--- src/rtl/spi_host_master.sv ---
// SPI mode-0 master: one command in, one frame out, one response back.
// Define SPI_MASTER_MISO_SYNC_EN to add a 2-flop spi_miso synchroniser (needs CLK_DIV >= 3).
module spi_host_master #(
    parameter int ADDR_W   = 5,
    parameter int DATA_W   = 18,
    parameter int CLK_DIV  = 2,
    parameter int RD_DUMMY = 2
) (
    input  logic              clk,
    input  logic              rst_n,
    input  logic              cmd_valid,
    output logic              cmd_ready,
    input  logic              cmd_rw,
    input  logic [ADDR_W-1:0] cmd_addr,
    input  logic [DATA_W-1:0] cmd_wdata,
    output logic              rsp_valid,
    output logic [DATA_W-1:0] rsp_rdata,
    output logic              busy,
    output logic              spi_clk,
    output logic              spi_csn,
    output logic              spi_mosi,
    input  logic              spi_miso
);
    localparam int NMAX   = 1 + ADDR_W + RD_DUMMY + DATA_W;
    localparam int NW     = 1 + ADDR_W + DATA_W;
    localparam int DSTART = 1 + ADDR_W + RD_DUMMY;
    localparam int BW     = $clog2(NMAX + 1);
    localparam int CW     = $clog2(2 * CLK_DIV + 1);

    typedef enum logic [2:0] {IDLE, CS_SETUP, SHIFT, CS_HOLD, GAP} state_t;

    state_t            state_q;
    logic [CW-1:0]     cnt_q;
    logic [BW-1:0]     bit_q;
    logic              high_q;
    logic              rw_q;
    logic              ready_q, busy_q, rsp_valid_q, sclk_q, csn_q, mosi_q;
    logic [DATA_W-1:0] rsp_rdata_q;
    logic [NMAX-1:0]   tx_q;
    logic [DATA_W-1:0] rd_q;

    logic phase_end, last_bit, next_bit, accept, sample, miso_bit;

    assign phase_end = (cnt_q == CW'(CLK_DIV - 1));
    assign last_bit  = (bit_q == (rw_q ? BW'(NW - 1) : BW'(NMAX - 1)));
    assign next_bit  = (state_q == SHIFT) && high_q && phase_end && !last_bit;
    assign accept    = (state_q == IDLE) && cmd_valid;

`ifdef SPI_MASTER_MISO_SYNC_EN
    logic [1:0] sync_q;

    if (CLK_DIV < 3) begin : g_div_check
        $error("CLK_DIV must be >= 3 with the MISO synchroniser");
    end

    always_ff @(posedge clk) begin
        sync_q <= {sync_q[0], spi_miso};
    end

    // Two clk cycles after spi_clk rises, the synchronised bit reflects the rising-edge value.
    assign sample   = (state_q == SHIFT) && high_q && (cnt_q == CW'(1));
    assign miso_bit = sync_q[1];
`else
    assign sample   = (state_q == SHIFT) && !high_q && phase_end;
    assign miso_bit = spi_miso;
`endif

    always_ff @(posedge clk) begin
        if (accept) begin
            tx_q <= cmd_rw ? {1'b1, cmd_addr, cmd_wdata, {RD_DUMMY{1'b0}}}
                           : {1'b0, cmd_addr, {(RD_DUMMY + DATA_W){1'b0}}};
        end else if (next_bit) begin
            tx_q <= {tx_q[NMAX-2:0], 1'b0};
        end
        if (sample && !rw_q && (bit_q >= BW'(DSTART))) begin
            rd_q <= {rd_q[DATA_W-2:0], miso_bit};
        end
    end

    always_ff @(posedge clk) begin
        if (!rst_n) begin
            state_q     <= IDLE;
            cnt_q       <= '0;
            bit_q       <= '0;
            high_q      <= 1'b0;
            rw_q        <= 1'b0;
            ready_q     <= 1'b1;
            busy_q      <= 1'b0;
            rsp_valid_q <= 1'b0;
            rsp_rdata_q <= '0;
            sclk_q      <= 1'b0;
            csn_q       <= 1'b1;
            mosi_q      <= 1'b0;
        end else begin
            rsp_valid_q <= 1'b0;
            case (state_q)
                IDLE: begin
                    if (cmd_valid) begin
                        rw_q    <= cmd_rw;
                        csn_q   <= 1'b0;
                        mosi_q  <= cmd_rw;
                        ready_q <= 1'b0;
                        busy_q  <= 1'b1;
                        cnt_q   <= '0;
                        state_q <= CS_SETUP;
                    end
                end
                CS_SETUP: begin
                    if (phase_end) begin
                        cnt_q   <= '0;
                        bit_q   <= '0;
                        high_q  <= 1'b0;
                        state_q <= SHIFT;
                    end else begin
                        cnt_q <= cnt_q + CW'(1);
                    end
                end
                SHIFT: begin
                    if (phase_end) begin
                        cnt_q <= '0;
                        if (!high_q) begin
                            high_q <= 1'b1;
                            sclk_q <= 1'b1;
                        end else begin
                            // Falling edge: advance mosi to the next bit, or finish the frame.
                            high_q <= 1'b0;
                            sclk_q <= 1'b0;
                            if (last_bit) begin
                                mosi_q  <= 1'b0;
                                state_q <= CS_HOLD;
                            end else begin
                                bit_q  <= bit_q + BW'(1);
                                mosi_q <= tx_q[NMAX-2];
                            end
                        end
                    end else begin
                        cnt_q <= cnt_q + CW'(1);
                    end
                end
                CS_HOLD: begin
                    if (phase_end) begin
                        cnt_q       <= '0;
                        csn_q       <= 1'b1;
                        rsp_valid_q <= 1'b1;
                        rsp_rdata_q <= rw_q ? '0 : rd_q;
                        state_q     <= GAP;
                    end else begin
                        cnt_q <= cnt_q + CW'(1);
                    end
                end
                GAP: begin
                    if (cnt_q == CW'(2 * CLK_DIV - 1)) begin
                        cnt_q   <= '0;
                        ready_q <= 1'b1;
                        busy_q  <= 1'b0;
                        state_q <= IDLE;
                    end else begin
                        cnt_q <= cnt_q + CW'(1);
                    end
                end
                default: state_q <= IDLE;
            endcase
        end
    end

    assign cmd_ready = ready_q;
    assign busy      = busy_q;
    assign rsp_valid = rsp_valid_q;
    assign rsp_rdata = rsp_rdata_q;
    assign spi_clk   = sclk_q;
    assign spi_csn   = csn_q;
    assign spi_mosi  = mosi_q;

endmodule

--- config.mk ---
export PLATFORM = sky130hd
export DESIGN_NAME = spi_host_master
export DESIGN_NICKNAME = d
export VERILOG_FILES = /design/src/rtl/spi_host_master.sv
export SDC_FILE = /design/constraint.sdc
export NUM_CORES = 1
export LEC_CHECK = 0
export CAP_MARGIN = 20
export CORE_ASPECT_RATIO = 1.2
export CORE_MARGIN = 4
export CORE_UTILIZATION = 56
export CTS_CLUSTER_SIZE = 16
export DETAILED_ROUTE_END_ITERATION = 7
export GPL_TIMING_DRIVEN = 0
export PLACE_DENSITY_LB_ADDON = 0.05
export SYNTH_ARGS = -nofsm -noshare
export SYNTH_HDL_FRONTEND = slang
export SYNTH_SLANG_ARGS = --single-unit
--- constraint.sdc ---
create_clock -name clk -period 8.05 [get_ports clk]
set_clock_uncertainty 0.05 [all_clocks]
set_input_delay 2.415 -clock clk [delete_from_list [all_inputs] [get_ports clk]]
set_output_delay 2.415 -clock clk [all_outputs]
set_load 0.02 [all_outputs]
==> results by group, run 1 <==
Synth
  • Synth Area in Adders: 2.389%
  • Synth Area in Compound Gates: 14.22%
  • Yosys reg bits: between 70 and 80
  • Largest family of logic cells by synthesized area: simple AND/OR/NAND/NOR gates
  • Synth Area in XOR/XNOR: less than 1%
  • Most used flip-flop cell after synthesis: edfxtp_1
  • Mapped Area: roughly 3100 µm²
  • Fraction of registers with async set/reset: 0%
  • Top-count cell post-synth: nand2_1
  • Register area share after synthesis: 62.76%
  • Area contributors post-synth: edfxtp_1 39%, dfxtp_1 24%, nand2_1 5.9%
  • Post-Syn Instances: ~270
  • Largest area contributor in the netlist: edfxtp_1
  • Synth unique cells: 46
  • Syn Nets: 306
  • Simple-Gate Fraction of Synth Area: between 10% and 20%
  • Number of synthesized flops with an enable pin: 41
  • Avg Cell Area, Syn: approximately 12 µm²
  • Mux share of post-synthesis cell area: between 2 and 2.5%
  • Share of the synthesized area in the top cell type: between 30% and 40%
  • Post-synth top cells: 49 x nand2_1, 41 x edfxtp_1, 37 x dfxtp_1, 20 x o21ai_0, 18 x a22o_1
  • Yosys warns: 0

Worst setup path
  • Worst R2R Start: cnt_q[0]
  • Crit end category: register
  • Worst r2r path cells: 5
  • Reg2reg end: rd_q[17]
  • Critical Path End: tx_q[11]
  • CP max FO: 23
  • CP startpoint kind: input pin
  • R2R setup slack: about 5.5 ns
  • Crit. Startpoint: cmd_valid
  • Critical path class: input pin to register
  • Critical Path AT: between 4 and 5 ns
  • Required @ worst endpoint: roughly 8 ns

STA
  • Slew headroom: roughly 33%
  • Setup violations, final: 0
  • Peak Freq: between 200 and 250 MHz
  • Worst-Margin Slew: ~1.0 ns
  • Tcrit/Tclk final: 57.72%
  • RSZ-0062 raised after global routing: false
  • PnR worst setup slack: 3.404 ns
  • Hold_ws: approximately 0.41 ns
  • Final hold viol count: 0
  • Final slew viol count: 0
  • Fin crit period: between 4 and 5 ns
  • Setup TNS: 0 ns

Placement
  • Dpl cells: between 300 and 400
  • Port buffer count: slightly above 50
  • DP Area: 3744 µm²
  • Worst slack, placed: around 3.0 ns
  • GP Congestion: around 0.84
  • DP Wirelength: 4.167 mm

Global routing
  • Largest net degree at the start of global routing: 24
  • Global Route Usage Sum: 17.72%
  • First-pass GRT wire length: 9.763 mm
  • GR Overflow Total: 0
  • GR Util met2: 28.59%
  • Met1 Track Usage GR: a little over a fifth
  • Met3 GRT Util: 4.300%
  • Number of global-route vias before repair: about 2,100
  • Top Usage Layer GRT: met2
  • Initial antenna violation count: 0

Clock tree
  • CTS root buf: clkbuf_8
  • Clock Sinks: 78
  • Setup bufs post-CTS: 0
  • PostCTS Resize Cnt: 0
  • Clk_lat worst skew: 0.34 ns
  • H-tree depth: 3
  • CTS tree: built
  • CTS Buffer Depth: 2
  • CTS clk-pin slew, worst paths: around 0.080 ns
  • Hold-fix buffers, CTS: 0
  • CTS buffer count: 9

Floorplanning
  • I/O pins: 52
  • DIE WIDTH: 76.38 µm
  • Starting Density: 58.50%
  • Die Y: 90.05 µm
  • # rows: 29
  • Die ar.: slightly below 7000 µm²
  • Core Box Area: ~5400 µm²

Cells and area
  • Synthesis-to-finish area growth: 25.53%
  • Area of the multi-input gates: 1080 µm²
  • Layout Cell Area excl Fill: between 3000 and 4000 µm²
  • Layout cells sized above 1: a little over a tenth
  • Fin cells: 402
  • N_diodes: 0
  • Fillers: 395
  • Final net count: ~370
  • Reg area: just under 2000 µm²

Routing
  • Via count: 2,251
  • DRC viols: 0
  • Wirelength, routed: a little under 6 mm
  • Final antenna-violating net count: 0
  • Vias per inst: around 5.6
  • Drt wl/cell: between 10 and 15 µm
  • DRT Pass-1 Iters: 4
  • Initial drt markers: around 110

Pwr
  • Switching power: approximately 0.29 mW
  • Leak pwr: roughly 1.4 nW
  • Pwr dens: about 260 nW/µm²
  • Clk pwr share: between 20 and 30%
  • Comb power frac: between 20% and 30%
  • Flop pwr share: between 50% and 60%
  • VDD IR max: 0.1865 mV
  • P_int: about 0.73 mW
  • Switch share: about 28%

Worst hold path
  • Hold path cells: 0
  • Hold/Removal Path Class: register to register

Job
  • Max-Cap Viols: 0

Outcome
  • Status: complete, no violations
[metal layers]
metal  wire length [µm]  part of all wire (%)
met1               2678                    45
met2               2917                    49
met3                284                   4.8
met4                 64                   1.1
met5                  0                     0
[flip-flops by register name, indices dropped and copies added (netlist names)]
name and flops:
busy 1, spi_clk 1, rsp_rdata 18, spi_csn 1
rsp_valid 1, cnt_q 3, rd_q 18, tx_q 23
cmd_ready 1, rw_q 1, spi_mosi 1, high_q 1
bit_q 5, state_q 3
[layout by cell type (no fill, tap or decap), types with 5 or more instances in the layout]
cell type,count
a21oi_1,8
a22o_1,18
a31oi_1,5
clkbuf_1,10
clkbuf_8,11
clkdlybuf4s50_1,51
dfxtp_1,37
edfxtp_1,41
ha_1,6
inv_1,7
mux2_2,5
nand2_1,49
nand3_1,5
nor2_1,11
nor2b_1,6
o21ai_0,20
[worst min path at each step]
stage	startpoint	end
floorplan	rd_q[9]	rd_q[10]
global placement	rd_q[16]	rd_q[17]
detailed placement	rd_q[6]	rd_q[7]
CTS	rd_q[0]	rd_q[1]
global route	rd_q[5]	rd_q[6]
finish	rd_q[0]	rd_q[1]
[area by class of cell]
| class | count | share of cell area [%] |
|---|---|---|
| clock inverter | 5 | 1.491 |
| tap | 62 | 1.967 |
| multi-input combinational | 173 | 27.38 |
| inverter | 7 | 0.6662 |
| sequential | 78 | 50.00 |
| timing repair buffer | 52 | 13.13 |
| clock buffer | 11 | 3.585 |
| buffer | 14 | 1.777 |
[through the flow]
step	total power, mW	utilization, %
after floorplan	0.6687	-
after detailed placement	0.7405	69.71
after global routing	1.077	73.44
after CTS	1.030	73.44
after global placement	0.7322	69.45
final	1.022	73.44
[cell families (layout without fill, tap and decap cells)]
logic type,Yosys count,count (layout)
AO/OA/AOI/OAI,64,64
buffers and inverters,21,89
multiplexers,6,6
adder cells (fa/ha/maj),6,6
XOR/XNOR,1,1
AND/OR/NAND/NOR,96,96
flip-flops,78,78
[power by group through the flow]
stage          combinational (mW)  clock, mW  sequential [mW]
2_1_floorplan               0.143          0            0.526
3_3_place_gp                0.207          0            0.525
3_5_place_dp                0.213          0            0.527
4_1_cts                     0.215      0.296            0.519
5_1_grt                     0.239      0.314            0.524
6_report                    0.214      0.290            0.518
[worst max-delay path, stage by stage]
cell and delay (ns):
clkdlybuf4s50_1 0.48, nand2b_1 0.11, or3_1 0.31, buf_2 0.18, clkbuf_1 0.27, nand2_1 0.78
(Power assumes the default switching activity.)
==> run 2: changes to the inputs <==
--- a/config.mk
+++ b/config.mk
@@ -8,7 +8,7 @@
 export CAP_MARGIN = 20
 export CORE_ASPECT_RATIO = 1.2
 export CORE_MARGIN = 4
-export CORE_UTILIZATION = 56
+export CORE_UTILIZATION = 52
 export CTS_CLUSTER_SIZE = 16
 export DETAILED_ROUTE_END_ITERATION = 7
 export GPL_TIMING_DRIVEN = 0
==> constraint.sdc (replaced) <==
create_clock -name clk -period 4.6 [get_ports clk]
set_clock_uncertainty 0.05 [all_clocks]
set_input_delay 1.38 -clock clk [delete_from_list [all_inputs] [get_ports clk]]
set_output_delay 1.38 -clock clk [all_outputs]
set_load 0.02 [all_outputs]
==> run 2 against run 1 <==
Effect of this change:
- critical path depth stayed put
- non-clock buffer count increased by 1
- wire length rose by 4.8%
- global-route usage hardly changed
- sequential cell count unchanged
- clock power rose by 61%
- critical path type unchanged
- critical endpoint is now tx_q[20]
==> results by group, run 2 (synthesized netlist as in run 1, its figures left out) <==
Outcome
  • Status: complete, no violations

Cells and area
  • Final net count: 370
  • Layout Cell Area excl Fill: roughly 4000 µm²
  • Most frequent cells in the layout: 51 x clkdlybuf4s50_1, 49 x nand2_1, 41 x edfxtp_1, 37 x dfxtp_1, 20 x o21ai_0
  • Commonest non-fill, non-tap cell in the layout: clkdlybuf4s50_1
  • Biggest register: tx_q
  • Synthesis-to-finish area growth: 25.89%
  • Fillers: roughly 450
  • Max reg flops: 23
  • Fin util: between 60% and 70%
  • N_diodes: 0
  • Fin cells: about 420
  • Layout cells sized above 1: between 10 and 15%

STA
  • Final hold viol count: 0
  • Fin crit period: roughly 3.6 ns
  • Worst-Margin Slew: 0.9612 ns
  • Setup TNS: 0 ns
  • Peak Freq: 277.3 MHz
  • Tcrit/Tclk final: approximately four fifths
  • Final slew viol count: 0
  • RSZ-0062 raised after global routing: false
  • Setup violations, final: 0
  • Slew headroom: around 36%

Worst hold path
  • Hold/Removal Path Class: register to register

Pwr
  • Total Power: 1.747 mW
  • Switch share: ~30%
  • Switching power: roughly 0.53 mW
  • Leak pwr: 1.419 nW
  • VDD IR max: roughly 0.28 mV
  • Flop pwr share: roughly 52%
  • Pwr dens: ~440 nW/µm²
  • Comb power frac: about a fifth
  • Clk pwr share: a little over a quarter
  • P_int: 1.222 mW

Global routing
  • Global Route Usage Sum: between 15 and 20%
  • First-pass GRT wire length: around 10 mm
  • Initial antenna violation count: 0
  • GR Overflow Total: 0
  • Largest net degree at the start of global routing: 24
  • Number of global-route vias before repair: between 2,000 and 2,500

Worst setup path
  • Critical path class: input pin to register
  • Required @ worst endpoint: 4.52 ns
  • Crit end category: register
  • Critical Path AT: between 3 and 4 ns
  • CP startpoint kind: input pin
  • CP max FO: 23

Placement
  • Port buffer count: 51
  • GP Congestion: 0.8288
  • Dpl cells: a little over 400
  • DP Area: roughly 3800 µm²
  • DP Wirelength: about 4.4 mm

Routing
  • Met2 WL: approximately 3 mm
  • DRC viols: 0
  • Top routing layer used: met4
  • Drt wl/cell: between 10 and 15 µm
  • WL met1: just under 3 mm
  • Final antenna-violating net count: 0
  • Initial drt markers: about 110
  • Wirelength, routed: about 6.2 mm
  • Vias per inst: roughly 5.3
  • Routed wl met3: roughly 260 µm
  • DRT Pass-1 Iters: 4
  • Via count: ~2,200

Floorplanning
  • Core Box Area: about 5700 µm²
  • Die ar.: ~7400 µm²
  • Die Y: 93.15 µm
  • I/O pins: 52
  • DIE WIDTH: ~79 µm
  • Starting Density: between 50% and 60%
  • # rows: 30

Clock tree
  • Hold-fix buffers, CTS: 0
  • Clock Sinks: 78
  • Setup bufs post-CTS: 0
  • PostCTS Resize Cnt: 0
  • CTS Buffer Depth: 2
  • Clk_lat worst skew: around 0.34 ns
  • CTS root buf: clkbuf_8
  • CTS clk-pin slew, worst paths: roughly 0.080 ns
  • H-tree depth: 3
  • CTS buffer count: 9
  • CTS tree: built

Job
  • Max-Cap Viols: 0
## run 2: cell types whose count changed in the layout (fill, tap and decap cells not counted), sizes merged
| cell | previous run | this run |
|---|---|---|
| inv | 7 | 10 |
| clkbuf | 21 | 19 |
| bufinv | 1 | 0 |
| buf | 5 | 6 |
## run 2: final timing paths
check | from | to | slack [ns] | cells past startpoint
hold reg to reg | rd_q[9] | rd_q[10] | 0.41 | 0
setup reg to reg | state_q[1] | tx_q[20] | 2.07 | 5
hold / removal | rd_q[9] | rd_q[10] | 0.41 | 0
setup / recovery | cmd_valid | tx_q[20] | 0.99 | 6
## run 2: power groups by stage
stage	logic [mW]	registers, mW	clock network (mW)
after CTS	0.374	0.910	0.477
after detailed placement	0.371	0.926	0
after floorplan	0.249	0.921	0
final	0.372	0.910	0.466
after global placement	0.362	0.921	0
after global routing	0.414	0.922	0.505
## run 2: worst max-delay path: stages
cell,delay [ns]
clkdlybuf4s50_1,0.49
nand2b_1,0.09
or3_1,0.32
buf_2,0.19
clkbuf_1,0.26
nand2_1,0.78
## run 2: routing by layer
metal	global-route usage, %	up-vias
met5	0	-
met2	28.05	64
li1	-	1115
met4	9.026	0
met1	23.17	1055
met3	3.372	12
## run 2: through the flow
step | hold slack [ns] | setup WS, ns
final | 0.4107 | 0.9944
after global routing | 0.4140 | 0.8632
after CTS | 0.4137 | 0.9717
after detailed placement | 0.3890 | 0.6140
after global placement | 0.3850 | 0.4801
after floorplan | 0.3773 | 1.420
## run 2: layout make-up
cell class	instances	area (µm²)	share of cell area, %
Inverter	7	26.28	0.6643
Clock buffer	9	123.9	3.132
Sequential cell	78	1972	49.86
Tap cell	80	100.1	2.531
Buffer	14	70.07	1.772
Multi-Input combinational cell	173	1080	27.30
Clock inverter	7	57.56	1.455
Timing Repair Buffer	53	525.5	13.29
==> run 3: changes to the inputs <==
--- a/config.mk
+++ b/config.mk
@@ -8,7 +8,7 @@
 export CAP_MARGIN = 20
 export CORE_ASPECT_RATIO = 1.2
 export CORE_MARGIN = 4
-export CORE_UTILIZATION = 52
+export CORE_UTILIZATION = 47
 export CTS_CLUSTER_SIZE = 16
 export DETAILED_ROUTE_END_ITERATION = 7
 export GPL_TIMING_DRIVEN = 0
==> constraint.sdc (replaced) <==
create_clock -name clk -period 3.14 [get_ports clk]
set_clock_uncertainty 0.05 [all_clocks]
set_input_delay 0.942 -clock clk [delete_from_list [all_inputs] [get_ports clk]]
set_output_delay 0.942 -clock clk [all_outputs]
set_load 0.02 [all_outputs]
==> run 3 against run 2 <==
Effect of this change:
- via count decreased by 0.80%
- die area is 9.6% higher
- worst hold slack worse by 0.016 ns
- largest power group unchanged
- first-iteration DRC count unchanged
- core utilization is 7.2 points lower
- global-route usage shrank 0.98 points
- non-clock buffer count fell by 1
- setup slack got worse by 0.75 ns
- critical endpoint is now tx_q[4]
- sequential cell count stayed put
- critical path depth is the same
- final cell count rose by 0.95%
- largest cell class unchanged
- power grew 48%
==> results by group, run 3 (synthesized netlist as in run 1, its figures left out) <==
Cells and area
  • Layout cells sized above 1: between 10% and 20%
  • Max reg flops: 23
  • Fin util: 61.70%
  • Most frequent cells in the layout: 51 x clkdlybuf4s50_1, 48 x nand2_1, 41 x edfxtp_1, 37 x dfxtp_1, 20 x o21ai_0
  • Commonest non-fill, non-tap cell in the layout: clkdlybuf4s50_1
  • N_diodes: 0
  • Biggest register: tx_q
  • Final net count: about 370
  • Synthesis-to-finish area growth: 26.60%

Floorplanning
  • Die Y: around 100 µm
  • I/O pins: 52
  • DIE WIDTH: 82.64 µm
  • Core Box Area: 6446 µm²
  • # rows: 32
  • Die ar.: between 8000 and 9000 µm²
  • Starting Density: 48.74%

Pwr
  • Comb power frac: roughly a fifth
  • Total Power: 2.584 mW
  • Flop pwr share: between 50% and 60%
  • Leak pwr: 1.421 nW
  • Switch share: 30.49%
  • Clk pwr share: between 20 and 30%
  • Switching power: slightly below 0.8 mW
  • P_int: 1.796 mW
  • VDD IR max: roughly 0.36 mV
  • Pwr dens: 649.7 nW/µm²

STA
  • Fin crit period: between 2 and 3 ns
  • Peak Freq: 345.4 MHz
  • Worst-Margin Slew: roughly 0.70 ns
  • Final hold viol count: 0
  • Setup violations, final: 0
  • Slew headroom: ~53%
  • RSZ-0062 raised after global routing: false
  • Final slew viol count: 0
  • Tcrit/Tclk final: 92.21%

Global routing
  • Number of global-route vias before repair: roughly 2,200
  • GR Overflow Total: 0
  • Initial antenna violation count: 0
  • Global Route Usage Sum: approximately 17%
  • First-pass GRT wire length: approximately 10 mm
  • Largest net degree at the start of global routing: 24

Worst setup path
  • Required @ worst endpoint: 3.09 ns
  • CP max FO: 23
  • R2R setup slack: approximately 0.84 ns
  • Critical Path AT: about 2.8 ns
  • Critical path class: input pin to register
  • CP startpoint kind: input pin
  • Crit end category: register

Routing
  • Via count: 2,228
  • DRT Pass-1 Iters: 6
  • Wirelength, routed: roughly 6 mm
  • Initial drt markers: about 110
  • Vias per inst: around 5.2
  • Drt wl/cell: 14.41 µm
  • Final antenna-violating net count: 0
  • DRC viols: 0

Worst hold path
  • Hold/Removal Path Class: register to register

Placement
  • GP Congestion: roughly 0.75
  • DP Wirelength: 4.302 mm
  • Port buffer count: 51

Job
  • Max-Cap Viols: 0

Clock tree
  • Setup bufs post-CTS: 0
  • CTS root buf: clkbuf_8
  • CTS tree: built
  • Hold-fix buffers, CTS: 0
  • Clk_lat worst skew: 0.35 ns
  • CTS clk-pin slew, worst paths: 0.08 ns
  • CTS Buffer Depth: 2
  • CTS buffer count: 9
  • H-tree depth: 3
  • Clock Sinks: slightly below 80

Outcome
  • Status: complete, no violations
## run 3: power groups by stage
stage | clock [mW] | sequential [mW] | combinational [mW]
2_1_floorplan | 0 | 1.35 | 0.366
3_5_place_dp | 0 | 1.35 | 0.546
3_3_place_gp | 0 | 1.35 | 0.539
6_report | 0.716 | 1.33 | 0.541
5_1_grt | 0.776 | 1.34 | 0.614
4_1_cts | 0.734 | 1.33 | 0.548
## run 3: through the flow
stage / instance area (µm²) / setup TNS (ns) / setup WS [ns] / hold WS [ns] / instances
floorplan: 3148 / 0 / 0.5179 / 0.3773 / 272
global placement: 3765 / -10.80 / -0.4523 / 0.3813 / 408
detailed placement: 3789 / -10.08 / -0.4398 / 0.3831 / 409
CTS: 3978 / 0 / 0.2330 / 0.4002 / 425
global route: 3978 / 0 / 0.05065 / 0.4218 / 425
finish: 3978 / 0 / 0.2447 / 0.3948 / 425
## run 3: repair_timing
item	4_1_cts	5_1_grt
hold endpoints to repair	0	0
endpoints found under the setup margin	23	0
gates resized for setup	1	0
## run 3: critical path: stages
cell             delay [ns]
clkdlybuf4s50_1        0.48
nand2b_1               0.10
or3_1                  0.31
buf_2                  0.19
clkbuf_1               0.30
nand2_2                0.50
## run 3: layer usage
layer  track usage, %  wire, µm  vias to the layer above
met3            6.122       324                        8
met4            5.157        90                        0
li1                 -         -                     1119
met2            25.37      2888                       48
met1            22.12      2822                     1053
met5                0         0                        -
## run 3: path summary, 6_finish.rpt
check	start	endpoint	cells past startpoint
setup reg to reg	state_q[1]	tx_q[4]	5
hold / removal	spi_csn	spi_csn	2
hold reg to reg	spi_csn	spi_csn	2
setup / recovery	cmd_valid	tx_q[4]	6
## run 3: final cells by class
type	instances	area, µm²
flip-flops and latches	78	1972
clock inverters	7	62.56
clock buffers	9	123.9
multi-input cells	173	1091
inverters	7	26.28
repair buffers	52	525.5
fillers	560	2469
well taps	85	106.4
plain buffers	14	70.07
